`src/rtl/matmul_pkg.sv`:
```
// Shared types and sizing for the matmul engine: operand/result matrices,
// sequencer state encoding and counter widths.
package matmul_pkg;
  localparam int DATA_WIDTH = 8;
  localparam int BUS_WIDTH  = 32;
  localparam int MAX_DIM    = BUS_WIDTH / DATA_WIDTH;
  localparam int DIM_W      = $clog2(MAX_DIM);
  localparam int CNT_W      = $clog2(3 * MAX_DIM);
  localparam int ACC_W      = 2 * DATA_WIDTH + DIM_W;

  typedef logic [MAX_DIM-1:0][MAX_DIM-1:0][DATA_WIDTH-1:0] matA;
  typedef logic [MAX_DIM-1:0][MAX_DIM-1:0][DATA_WIDTH-1:0] matB;
  typedef logic [MAX_DIM-1:0][MAX_DIM-1:0][ACC_W-1:0]      matC;

  typedef enum logic [2:0] {
    IDLE,
    CLEAR,
    FEED,
    DRAIN,
    DONE
  } seqState_e;
endpackage

```
`src/rtl/matmul_skew_mux.sv`:
```
// Diagonal skew selector: picks the element for each grid edge lane at feed
// step t. COL_MAJOR=0 walks rows of A, COL_MAJOR=1 walks columns of B.
module matmul_skew_mux
  import matmul_pkg::*;
#(
  parameter bit COL_MAJOR = 1'b0
) (
  input  matA                                mat,
  input  logic [CNT_W-1:0]                   t,
  input  logic [DIM_W:0]                     laneLim,
  input  logic [DIM_W:0]                     kLim,
  input  logic                               en,
  output logic [MAX_DIM-1:0][DATA_WIDTH-1:0] lanes
);
  for (genvar i = 0; i < MAX_DIM; i++) begin : gLane
    logic [CNT_W-1:0] d;
    logic             hit;
    // d is only meaningful when t >= i; hit masks the wrapped case
    assign d   = t - CNT_W'(i);
    assign hit = en && ((DIM_W+1)'(i) < laneLim) && (t >= CNT_W'(i)) &&
                 (d < CNT_W'(kLim));
    if (COL_MAJOR) begin : gCol
      assign lanes[i] = hit ? mat[d[DIM_W-1:0]][i] : '0;
    end else begin : gRow
      assign lanes[i] = hit ? mat[i][d[DIM_W-1:0]] : '0;
    end
  end
endmodule

```
`src/rtl/matmul_seq_ctrl.sv`:
```
// Sequencer for the output-stationary PE grid: latches a job, clears the
// accumulators, streams skewed A/B edges, drains one cycle, then pulses done.
module matmul_seq_ctrl
  import matmul_pkg::*;
(
  input  logic                          clk_i,
  input  logic                          rst_ni,
  input  logic                          start_i,
  input  logic [DIM_W-1:0]              n_m1_i,
  input  logic [DIM_W-1:0]              k_m1_i,
  input  logic [DIM_W-1:0]              m_m1_i,
  input  matA                           mat_a_i,
  input  matB                           mat_b_i,
  output logic [MAX_DIM*DATA_WIDTH-1:0] a_west_o,
  output logic [MAX_DIM*DATA_WIDTH-1:0] b_north_o,
  output logic                          pe_clr_o,
  output logic                          pe_en_o,
  output logic                          busy_o,
  output logic                          done_o
);
  seqState_e        state, stateNxt;
  logic [CNT_W-1:0] t, tLast;
  logic [DIM_W:0]   nDim, kDim, mDim;
  matA              aQ;
  matB              bQ;
  logic             feeding;
  logic [MAX_DIM-1:0][DATA_WIDTH-1:0] aLanes, bLanes;

  always_ff @(posedge clk_i or negedge rst_ni) begin
    if (!rst_ni) state <= IDLE;
    else         state <= stateNxt;
  end

  // Job context is captured only on the accepting edge; later input churn is ignored
  always_ff @(posedge clk_i or negedge rst_ni) begin
    if (!rst_ni) begin
      t    <= '0;
      nDim <= '0;
      kDim <= '0;
      mDim <= '0;
      aQ   <= '0;
      bQ   <= '0;
    end else begin
      if (state == IDLE && start_i) begin
        nDim <= {1'b0, n_m1_i} + (DIM_W+1)'(1);
        kDim <= {1'b0, k_m1_i} + (DIM_W+1)'(1);
        mDim <= {1'b0, m_m1_i} + (DIM_W+1)'(1);
        aQ   <= mat_a_i;
        bQ   <= mat_b_i;
      end
      if (state == CLEAR)     t <= '0;
      else if (state == FEED) t <= t + CNT_W'(1);
    end
  end

  // Last feed step is T-1 = K+N+M-3
  assign tLast = CNT_W'(nDim) + CNT_W'(kDim) + CNT_W'(mDim) - CNT_W'(3);

  always_comb begin
    stateNxt = state;
    pe_clr_o = 1'b0;
    pe_en_o  = 1'b0;
    busy_o   = 1'b1;
    done_o   = 1'b0;
    feeding  = 1'b0;
    case (state)
      IDLE: begin
        busy_o = 1'b0;
        if (start_i) stateNxt = CLEAR;
      end
      CLEAR: begin
        pe_clr_o = 1'b1;
        stateNxt = FEED;
      end
      FEED: begin
        pe_en_o = 1'b1;
        feeding = 1'b1;
        if (t == tLast) stateNxt = DRAIN;
      end
      DRAIN: begin
        pe_en_o  = 1'b1;
        stateNxt = DONE;
      end
      DONE: begin
        done_o   = 1'b1;
        stateNxt = IDLE;
      end
      default: stateNxt = IDLE;
    endcase
  end

  matmul_skew_mux #(.COL_MAJOR(1'b0)) uSkewA (
    .mat(aQ), .t(t), .laneLim(nDim), .kLim(kDim), .en(feeding), .lanes(aLanes)
  );

  matmul_skew_mux #(.COL_MAJOR(1'b1)) uSkewB (
    .mat(bQ), .t(t), .laneLim(mDim), .kLim(kDim), .en(feeding), .lanes(bLanes)
  );

  assign a_west_o  = aLanes;
  assign b_north_o = bLanes;
endmodule

```
`config.mk`:
```
export PLATFORM = sky130hd
export DESIGN_NAME = matmul_seq_ctrl
export DESIGN_NICKNAME = d
export VERILOG_FILES = /design/src/rtl/matmul_pkg.sv /design/src/rtl/matmul_skew_mux.sv /design/src/rtl/matmul_seq_ctrl.sv
export SDC_FILE = /design/constraint.sdc
export NUM_CORES = 1
export LEC_CHECK = 0
export CORE_MARGIN = 3
export CORE_UTILIZATION = 61
export CTS_CLUSTER_DIAMETER = 40
export CTS_CLUSTER_SIZE = 14
export DETAILED_ROUTE_END_ITERATION = 8
export DONT_BUFFER_PORTS = 1
export PLACE_DENSITY = 0.77
export SLEW_MARGIN = 5
export SYNTH_ARGS = -nofsm -noshare
export SYNTH_HDL_FRONTEND = slang
export SYNTH_HIERARCHICAL = 1
export SYNTH_SLANG_ARGS = --single-unit
export TNS_END_PERCENT = 20
```
`constraint.sdc`:
```
create_clock -name clk_i -period 3.6 [get_ports clk_i]
set_input_delay 0.54 -clock clk_i [delete_from_list [all_inputs] [get_ports clk_i]]
set_output_delay 0.54 -clock clk_i [all_outputs]
set_load 0.01 [all_outputs]
```
==> reports/results.tsv, run 1 <==
stage	metric	value	unit
pwr	power.total	15.89	mW
setup_path	r2r_slack	1.09	ns
setup_path	reg2reg_depth	7	
setup_path	critPathMaxStageDelay	0.78	ns
synthesis	syn_area_per_cell	9.800	sq um
cts	cts_buffers	36	
synthesis	synth.distinct_cells	54	
setup_path	cp-end-kind	primary output	
grt	grt_pass1_wl	53590	um
setup_path	path_max_fanout	14	
pwr	p_seq_share	33.9	%
pwr	leakagePower	7.897	nW
pwr	vdd_drop_max	0.5793	mV
cts	cts.sinks	272	
sta	clock_skew	0.01328	ns
setup_path	reg2reg_to	state[0]	
floorplanning	initial_core_util	63.18	%
sta	period_needed	3.484	ns
drt	routed_wl	34550	um
sta	tns	0	ns
sta	finalSetupViolations	0	
drt	vias_per_cell	5.792	
placed_design	place_hpwl	23580	um
drt	vias	10190	
final_layout	fin_cells	1760	
synthesis	synth_area	14040	sq um
cts	cts_root_buffer	clkbuf_16	
placed_design	dp.cells	1693	
floorplanning	io_pins	333	
sta	fin_crit_sh	96.79	%
synthesis	synth_nets	1738	
final_layout	nets	1760	
grt	grt_max_degree	273	
drt	routedWlPerCell	19.63	um
cts	cts.path.max_buffers	3	
sta	fmax	287.0	MHz
floorplanning	coreArea	22230	sq um
final_layout	num-fill-cells	1621	
setup_path	cp-start-kind	flop	
floorplanning	die_h	157.7	um
final_layout	drive_gt1_share	14.66	%
drt	dr.pass1.iters	5	
synthesis	async_flop_share	100.0	%
sta	finalMaxSlewViolations	0	
worst_hold_path	min_path_type	input port to async pin	
placed_design	place.port_buffers	0	
floorplanning	die-area	24880	sq um
drt	drcViolationCount	0	
floorplanning	std_cell_rows	54	
grt	grt_pass1_vias	10310	
placed_design	routabilityCongestion	0.8781	
drt	drt_iter0_markers	945	
cts	cts.clk_slew.worst_paths	0.05	ns
run	maxCapViolations	0	
pwr	combPwrFrac	43.6	%
setup_path	arrival	2.94	ns
grt	grt-ovfl-total	0	
synthesis	synth-seq-area-share	48.47	%
setup_path	cp.required	3.06	ns
final_layout	n_antenna_cell	0	
synthesis	synth_edf_count	0	
pwr	clkPwrFrac	22.6	%
pwr	intPower	9.713	mW
grt	antenna_found_initial	1	
pwr	power_per_cell_area	1024	nW/um^2
pwr	netSwitchingFraction	38.86	%
floorplanning	fp.dieW	157.7	um
synthesis	yosys_register_bits	272	
setup_path	r2r-start	nDim[1]	
sta	hold_viol	272	
cts	cts_htree_levels	2	
final_layout	syn_to_final_growth	10.51	%
setup_path	cpMostUsedCell	buf_4	
sta	rsz0062_at_grt	no	
outcome	outcome	finished with violations	
sta	slew_headroom	16.40	%
outcome	violations	negative hold slack	
pwr	p_switching	6.174	mW
sta	whs	-0.2508	ns
setup_path	cp_slowest_cell	xor2_1	
synthesis	synth_cells	1433	
synthesis	synthFlopType	dfrtp_1	
cts	cts_tree	yes	
synthesis	yosysWarningCount	6	
setup_path	critPathKind	flop to primary output	
sta	worst_slew_pin_slew	1.235	ns
setup_path	crit_chain	buf_4 -> buf_4 -> ha_1 -> a21oi_1 -> xor2_1 -> nor4b_1 -> buf_4	
drt	drtAntennaViolNets	0	
grt	grt_usage	27.50	%
cts	insertion_delay	0.51	ns
==> critical path: cells and delay by family, from the launching register on <==
| family | cells | cell delay, ns |
|---|---|---|
| simple gates | 1 | 0.13 |
| buf+inv | 3 | 0.56 |
| compound gates | 1 | 0.19 |
| xor+xnor | 1 | 0.78 |
| fa+ha+maj | 1 | 0.26 |
| flops | 1 | 0.53 |
==> synthesized netlist by cell type, types with 4 or more instances <==
cell type,count,share of area (%)
a211oi_1,16,0.86
buf_2,37,1.3
buf_6,31,2.5
clkbuf_1,5,0.13
clkbuf_8,4,0.39
dfrtp_1,272,48
ha_1,37,3.3
inv_1,41,1.1
mux4_1,25,4.7
mux4_2,39,6.3
nand2_1,793,21
nor2_1,4,0.11
nor3b_2,8,0.71
nor4b_1,27,1.7
nor4b_2,16,1.7
o21ai_0,8,0.29
xnor2_1,8,0.50
xor2_1,6,0.37
==> sequential cells by signal, summed over array words and instances, names as in the netlist <==
| name | cells |
|---|---|
| kDim | 3 |
| t | 4 |
| state | 3 |
| aQ | 128 |
| nDim | 3 |
| mDim | 3 |
| bQ | 128 |
==> logic make-up (layout without fill, tap and decap cells) <==
logic type                 Yosys count  in the layout  synth area share (%)
and+or+nand+nor                    866            866                 26.43
adders and majority gates           40             40                 3.724
muxes                               66             66                 11.07
xor gates and xnor gates            17             17                 1.381
DFF                                272            272                 48.47
buffers and inverters              125            172                 5.871
AOI/OAI and AO/OA                   47             47                 3.056
==> cell usage in the layout (no fill, tap or decap), drive strengths merged, types with 8 or more instances in the layout <==
| cell type | instances |
|---|---|
| xor2 | 9 |
| dfrtp | 272 |
| mux4 | 64 |
| nor3b | 10 |
| o21ai | 10 |
| a211oi | 16 |
| xnor2 | 8 |
| nor4b | 43 |
| nand2 | 794 |
| ha | 37 |
| inv | 51 |
| buf | 66 |
| clkbuf | 43 |
==> power groups by stage <==
stage	combinational (mW)	clock (mW)	sequential, mW
2_1_floorplan	5.66	0	5.09
3_3_place_gp	6.56	0	5.34
3_5_place_dp	6.80	0	5.43
4_1_cts	6.93	3.64	5.38
5_1_grt	7.63	3.78	5.55
6_report	6.92	3.58	5.38
==> worst max-delay path by stage <==
stage,start,endpoint,cells after the start,slack (ns)
floorplan,t[1],b_north_o[10],10,0.24
global placement,t[1],a_west_o[24],7,0.51
global route,t[1],a_west_o[8],8,0.003
finish,t[1],a_west_o[26],7,0.12
detailed placement,t[1],a_west_o[10],8,0.41
CTS,t[0],b_north_o[27],7,0.09
==> final cells by class <==
type | count | area (sq um) | area share [%]
Clock buffer | 43 | 978.4 | 6.304
Clock inverter | 20 | 234.0 | 1.508
Inverter | 43 | 161.4 | 1.040
Multi-Input combinational cell | 1036 | 6435 | 41.46
Sequential cell | 272 | 6815 | 43.91
Tap cell | 280 | 350.3 | 2.257
Timing Repair Buffer | 66 | 545.5 | 3.515
==> metal layers <==
layer | share of wire, % | wire length, um | GRT usage [%] | up-vias
met5 | 0.038 | 13 | 0 | -
met4 | 4.1 | 1411 | 11.53 | 2
met3 | 8.7 | 2996 | 7.627 | 99
met2 | 48 | 16560 | 45.02 | 422
met1 | 39 | 13570 | 34.82 | 4965
li1 | - | - | - | 4706
==> metrics by stage <==
stage | worst slack, ns | instance area [sq um] | hold slack [ns] | util, %
2_1_floorplan | 0.2361 | 14040 | 0.2444 | -
3_3_place_gp | 0.5051 | 14260 | 0.2530 | 64.16
3_5_place_dp | 0.4109 | 14260 | 0.2557 | 64.16
4_1_cts | 0.08547 | 15510 | -0.2832 | 69.76
5_1_grt | 0.003442 | 15520 | -0.2835 | 69.82
6_report | 0.1156 | 15520 | -0.2508 | 69.82
==> timing repair <==
item	CTS	global route
endpoints found under the hold margin	272	272
cloned	0	0
gates resized for setup	3	1
setup endpoints to repair	11	4
setup buffers	3	1
Power figures use the tool's default switching activity.
==> run 2, diff against run 1 <==
CELL_PAD_IN_SITES_DETAIL_PLACEMENT = 0   (was not set)
CELL_PAD_IN_SITES_GLOBAL_PLACEMENT = 1   (was not set)
CORE_UTILIZATION = 49   (was 61)
PLACE_DENSITY = not set   (was 0.77)
PLACE_DENSITY_LB_ADDON = 0.1   (was not set)
==> run 2 against run 1 <==
- the flow still finishes with violations (negative hold slack)
- first-iteration DRC count fell by 31%
- clock-buffer cell count rose by 5
- sequential power fell by 0.7%
- global-route usage fell by 4.0 points
- critical path depth rose by 1
- largest cell class unchanged
- largest power group unchanged
==> reports/results.tsv, run 2 (synthesized netlist as in run 1, its figures left out) <==
stage	metric	value	unit
outcome	outcome	finished with violations	
outcome	violations	negative hold slack	
cts	insertion_delay	0.54	ns
placed_design	routabilityCongestion	0.8068	
setup_path	cpMostUsedCell	ha_1	
sta	finalSetupViolations	0	
final_layout	drive_gt1_share	15.92	%
final_layout	nets	1768	
cts	cts.path.max_buffers	3	
grt	grt_pass1_wl	57030	um
setup_path	critPathMaxStageDelay	0.48	ns
final_layout	syn_to_final_growth	13.19	%
sta	worst_slew_pin_slew	1.077	ns
placed_design	place.port_buffers	0	
floorplanning	initial_core_util	50.14	%
sta	fin_crit_sh	96.45	%
cts	cts.sinks	272	
final_layout	layout_commonest_cell	nand2_1	
grt	grt_pass1_vias	10180	
cts	cts_root_buffer	clkbuf_16	
grt	grt_max_degree	273	
sta	rsz0062_at_grt	yes	
cts	cts_tree	yes	
final_layout	seqCellArea	6814	sq um
worst_hold_path	min_path_type	input port to async pin	
placed_design	dp_slack	0.4261	ns
sta	hold_viol	272	
final_layout	final_cell_mix	nand2_1 (793), dfrtp_1 (270), buf_4 (64)	
grt	grt-ovfl-total	0	
setup_path	crit_family	adder cells	
pwr	power.total	16.30	mW
setup_path	arrival	2.93	ns
drt	vias_per_cell	5.253	
setup_path	startpoint	t[0]	
floorplanning	fp.dieW	175.3	um
cts	cts_htree_levels	2	
setup_path	worst-path-buf-inv	3	
floorplanning	die-area	30730	sq um
floorplanning	coreArea	28010	sq um
cts	cts.clk_slew.worst_paths	0.05	ns
run	maxCapViolations	0	
placed_design	place_hpwl	24420	um
setup_path	crit_chain	buf_6 -> inv_2 -> ha_1 -> xor2_1 -> ha_1 -> a211o_2 -> nor4b_2 -> buf_4	
final_layout	largest_registers	aQ: 128 flops, bQ: 128 flops, t: 4 flops	
setup_path	path_max_fanout	16	
grt	grt_usage	23.49	%
final_layout	num-fill-cells	2587	
drt	dr.pass1.iters	5	
sta	clock_skew	0.02188	ns
setup_path	cp-start-kind	flop	
drt	drcViolationCount	0	
grt	antenna_found_initial	4	
sta	whs	-0.2789	ns
drt	routedWlPerCell	19.30	um
setup_path	cp_slowest_cell	a211o_2	
pwr	power_per_cell_area	1025	nW/um^2
setup_path	critPathKind	flop to primary output	
sta	fin_ws	0.1276	ns
cts	cts_buffers	41	
drt	drtAntennaViolNets	0	
setup_path	cp.required	3.06	ns
drt	routed_wl	36240	um
floorplanning	io_pins	333	
pwr	vdd_drop_max	0.4692	mV
floorplanning	die_h	175.3	um
final_layout	final_area	15900	sq um
drt	vias	9865	
sta	period_needed	3.472	ns
floorplanning	std_cell_rows	61	
setup_path	r2r-start	kDim[1]	
placed_design	place_area	14400	sq um
sta	finalMaxSlewViolations	0	
sta	slew_headroom	28.22	%
sta	fmax	288.0	MHz
sta	tns	0	ns
final_layout	multi_input_area	6462	sq um
drt	drt_iter0_markers	652	
pwr	leakagePower	8.007	nW
setup_path	cp-end-kind	primary output	
## run 2: final timing paths
path | end | slack (ns) | depth (start not counted)
worst min register to register | aQ[126] | 0.47 | 2
max in group asynchronous | aQ[25] | 3.32 | 0
min in group clk_i | bQ[109] | 0.11 | 2
worst max register to register | state[0] | 1.10 | 7
worst max-delay path | b_north_o[10] | 0.13 | 8
worst min-delay path | aQ[20] | -0.28 | 0
## run 2: power breakdown
part	internal [mW]	total, mW	switching [mW]
sequential	4.51	5.34	0.829
combinational	3.04	6.94	3.90
clock	2.51	4.02	1.51
total	10.1	16.3	6.24
## run 2: stage by stage
| step | cells | util, % |
|---|---|---|
| 2_1_floorplan | 1433 | - |
| 3_3_place_gp | 1793 | 51.40 |
| 3_5_place_dp | 1793 | 51.40 |
| 4_1_cts | 1869 | 56.44 |
| 5_1_grt | 1876 | 56.73 |
| 6_report | 1878 | 56.75 |
## run 2: cell type report
class | count | share of cell area, %
antenna | 5 | 0.07872
tap | 378 | 2.975
inverter | 43 | 1.015
clock buffer | 48 | 6.935
multi-input combinational | 1036 | 40.66
timing repair buffer | 69 | 3.597
sequential | 272 | 42.87
clock inverter | 27 | 1.873
## run 2: worst register-to-register path, stage by stage, from the launching register on
cell and delay (ns):
dfrtp_1 0.45, fa_1 0.44, fa_1 0.49, inv_1 0.06
fa_1 0.56, xor2_1 0.16, nand4_1 0.10, o21ai_1 0.16
## run 2: timing repair
item | in CTS | in global routing
endpoints found under the setup margin | 24 | 24
gates resized for setup | 2 | 8
setup buffers | 1 | 4
endpoints found under the hold margin | 272 | 272
gates cloned | 0 | 0
## run 2: per-layer routing
metal / share of wire [%] / global-route usage [%] / vias up
li1: - / - / 4752
met1: 43 / 31.63 / 4788
met2: 47 / 36.89 / 275
met5: 0 / 0 / -
met4: 2.2 / 6.682 / 0
met3: 8.2 / 7.609 / 50
==> run 3, diff against run 2 <==
CTS_CLUSTER_SIZE = 20   (was 14)
REMOVE_ABC_BUFFERS = 1   (was not set)
==> run 3 against run 2 <==
- the run still ends with negative hold slack left
- first-iteration DRC count grew 2.9%
- worst setup slack improved by 0.088 ns
- core utilization rose by 0.60 points
- critical path depth down 2
- cell count is essentially flat
- clock skew fell by 0.0023 ns
==> reports/results.tsv, run 3 (synthesized netlist as in run 1, its figures left out) <==
stage	metric	value	unit
final_layout	nets	1773	
setup_path	critPathKind	flop to primary output	
floorplanning	coreArea	28010	sq um
drt	routedWlPerCell	18.60	um
pwr	combPwrFrac	41.0	%
pwr	vdd_drop_max	0.4215	mV
drt	drtAntennaViolNets	0	
sta	clock_skew	0.01955	ns
grt	grt_pass1_wl	55520	um
cts	cts_buffers	44	
setup_path	cp-start-kind	flop	
final_layout	utilization	57.35	%
sta	rsz0062_at_grt	no	
floorplanning	initial_core_util	50.14	%
grt	grt_usage	22.59	%
floorplanning	die_h	175.3	um
drt	routed_wl	34950	um
placed_design	routabilityCongestion	0.7814	
final_layout	layout_commonest_cell	nand2_1	
drt	drcViolationCount	0	
sta	finalMaxSlewViolations	0	
final_layout	largest_registers	aQ: 128 flops, bQ: 128 flops, t: 4 flops	
placed_design	place.port_buffers	0	
final_layout	syn_to_final_growth	14.39	%
final_layout	final_cell_mix	nand2_1 (793), dfrtp_1 (270), buf_4 (65)	
floorplanning	fp.dieW	175.3	um
pwr	p_switching	6.070	mW
sta	worst_slew_pin_slew	1.155	ns
setup_path	cp-end-kind	primary output	
pwr	clkPwrFrac	27.1	%
sta	fin_crit_sh	94.00	%
drt	vias_per_cell	5.262	
pwr	p_seq_share	31.9	%
floorplanning	die-area	30730	sq um
sta	whs	-0.2763	ns
final_layout	n_antenna_cell	0	
cts	cts_htree_levels	2	
pwr	power_per_cell_area	1038	nW/um^2
cts	insertion_delay	0.53	ns
pwr	intPower	10.61	mW
sta	slew_headroom	21.80	%
final_layout	drive_gt1_share	15.59	%
sta	hold_viol	272	
grt	grt_pass1_vias	10420	
grt	grt_max_degree	273	
outcome	violations	negative hold slack	
setup_path	arrival	2.84	ns
cts	cts.path.max_buffers	3	
pwr	netSwitchingFraction	36.40	%
sta	period_needed	3.384	ns
placed_design	dp.cells	1796	
sta	finalSetupViolations	0	
placed_design	place_hpwl	23540	um
drt	dr.pass1.iters	4	
pwr	leakagePower	8.116	nW
outcome	outcome	finished with violations	
setup_path	cp.required	3.06	ns
setup_path	path_max_fanout	10	
drt	vias	9887	
grt	grt-ovfl-total	0	
worst_hold_path	min_path_type	input port to async pin	
drt	drt_iter0_markers	671	
floorplanning	std_cell_rows	61	
run	maxCapViolations	0	
floorplanning	io_pins	333	
cts	cts_root_buffer	clkbuf_16	
cts	cts.clk_slew.worst_paths	0.05	ns
sta	fmax	295.5	MHz
cts	cts.sinks	272	
grt	antenna_found_initial	0	
final_layout	fin_cells	1879	
cts	cts_tree	yes	
-- run 3: metal layers --
metal	up-vias	wire length [um]	global-route usage, %
met5	-	0	0
met4	0	790	6.217
met3	59	2724	6.961
met2	286	16120	35.79
met1	4786	15310	30.45
li1	4756	-	-
-- run 3: final cells by class --
| cell class | count | area [sq um] |
|---|---|---|
| inverters | 43 | 161.4 |
| multi-input cells | 1036 | 6425 |
| flip-flops and latches | 272 | 6812 |
| fillers | 2513 | 11950 |
| repair buffers | 71 | 590.6 |
| well taps | 378 | 473.0 |
| clock inverters | 20 | 334.1 |
| clock buffers | 59 | 1269 |
-- run 3: worst max-delay path, cell delays in order, from the launching register on --
cell	delay, ns
dfrtp_4	0.56
ha_1	0.25
xnor2_1	0.13
ha_1	0.31
nand2_1	0.08
nand4b_1	0.46
nor4b_2	0.54
-- run 3: path summary, 6_finish.rpt --
kind / start / end / slack, ns / cells after the start
min reg2reg: bQ[75] / bQ[75] / 0.46 / 2
max reg2reg: nDim[2] / state[0] / 1.10 / 9
min in group clk_i: mat_a_i[16] / aQ[16] / 0.12 / 2
max in group asynchronous: rst_ni / aQ[62] / 3.26 / 0
max: t[0] / b_north_o[29] / 0.22 / 6
min: rst_ni / bQ[115] / -0.28 / 0
-- run 3: power groups by stage --
stage               Sequential, mW  Combinational (mW)  Clock, mW
global placement              5.35                6.67          0
finish                        5.32                6.85       4.51
CTS                           5.35                6.87       4.61
detailed placement            5.38                6.82          0
floorplan                     5.39                5.04          0
global route                  5.50                7.69       4.76
-- run 3: stage by stage --
step | power, mW | instance area (sq um) | setup WS [ns] | TNS [ns] | hold WS, ns
after floorplan | 10.43 | 13380 | -17.51 | -4466.27 | 0.2444
after global placement | 12.02 | 14420 | 0.5895 | 0 | 0.2520
after detailed placement | 12.20 | 14420 | 0.5264 | 0 | 0.2521
after CTS | 16.83 | 16030 | 0.008892 | 0 | -0.3027
after global routing | 17.95 | 16060 | 0.07749 | 0 | -0.3086
final | 16.68 | 16060 | 0.2159 | 0 | -0.2763
-- run 3: timing repair --
action,4_1_cts,5_1_grt
buffers inserted,1,3
endpoints found under the setup margin,2,16
pin swaps,0,0
resized for setup,0,3
endpoints found under the hold margin,272,272
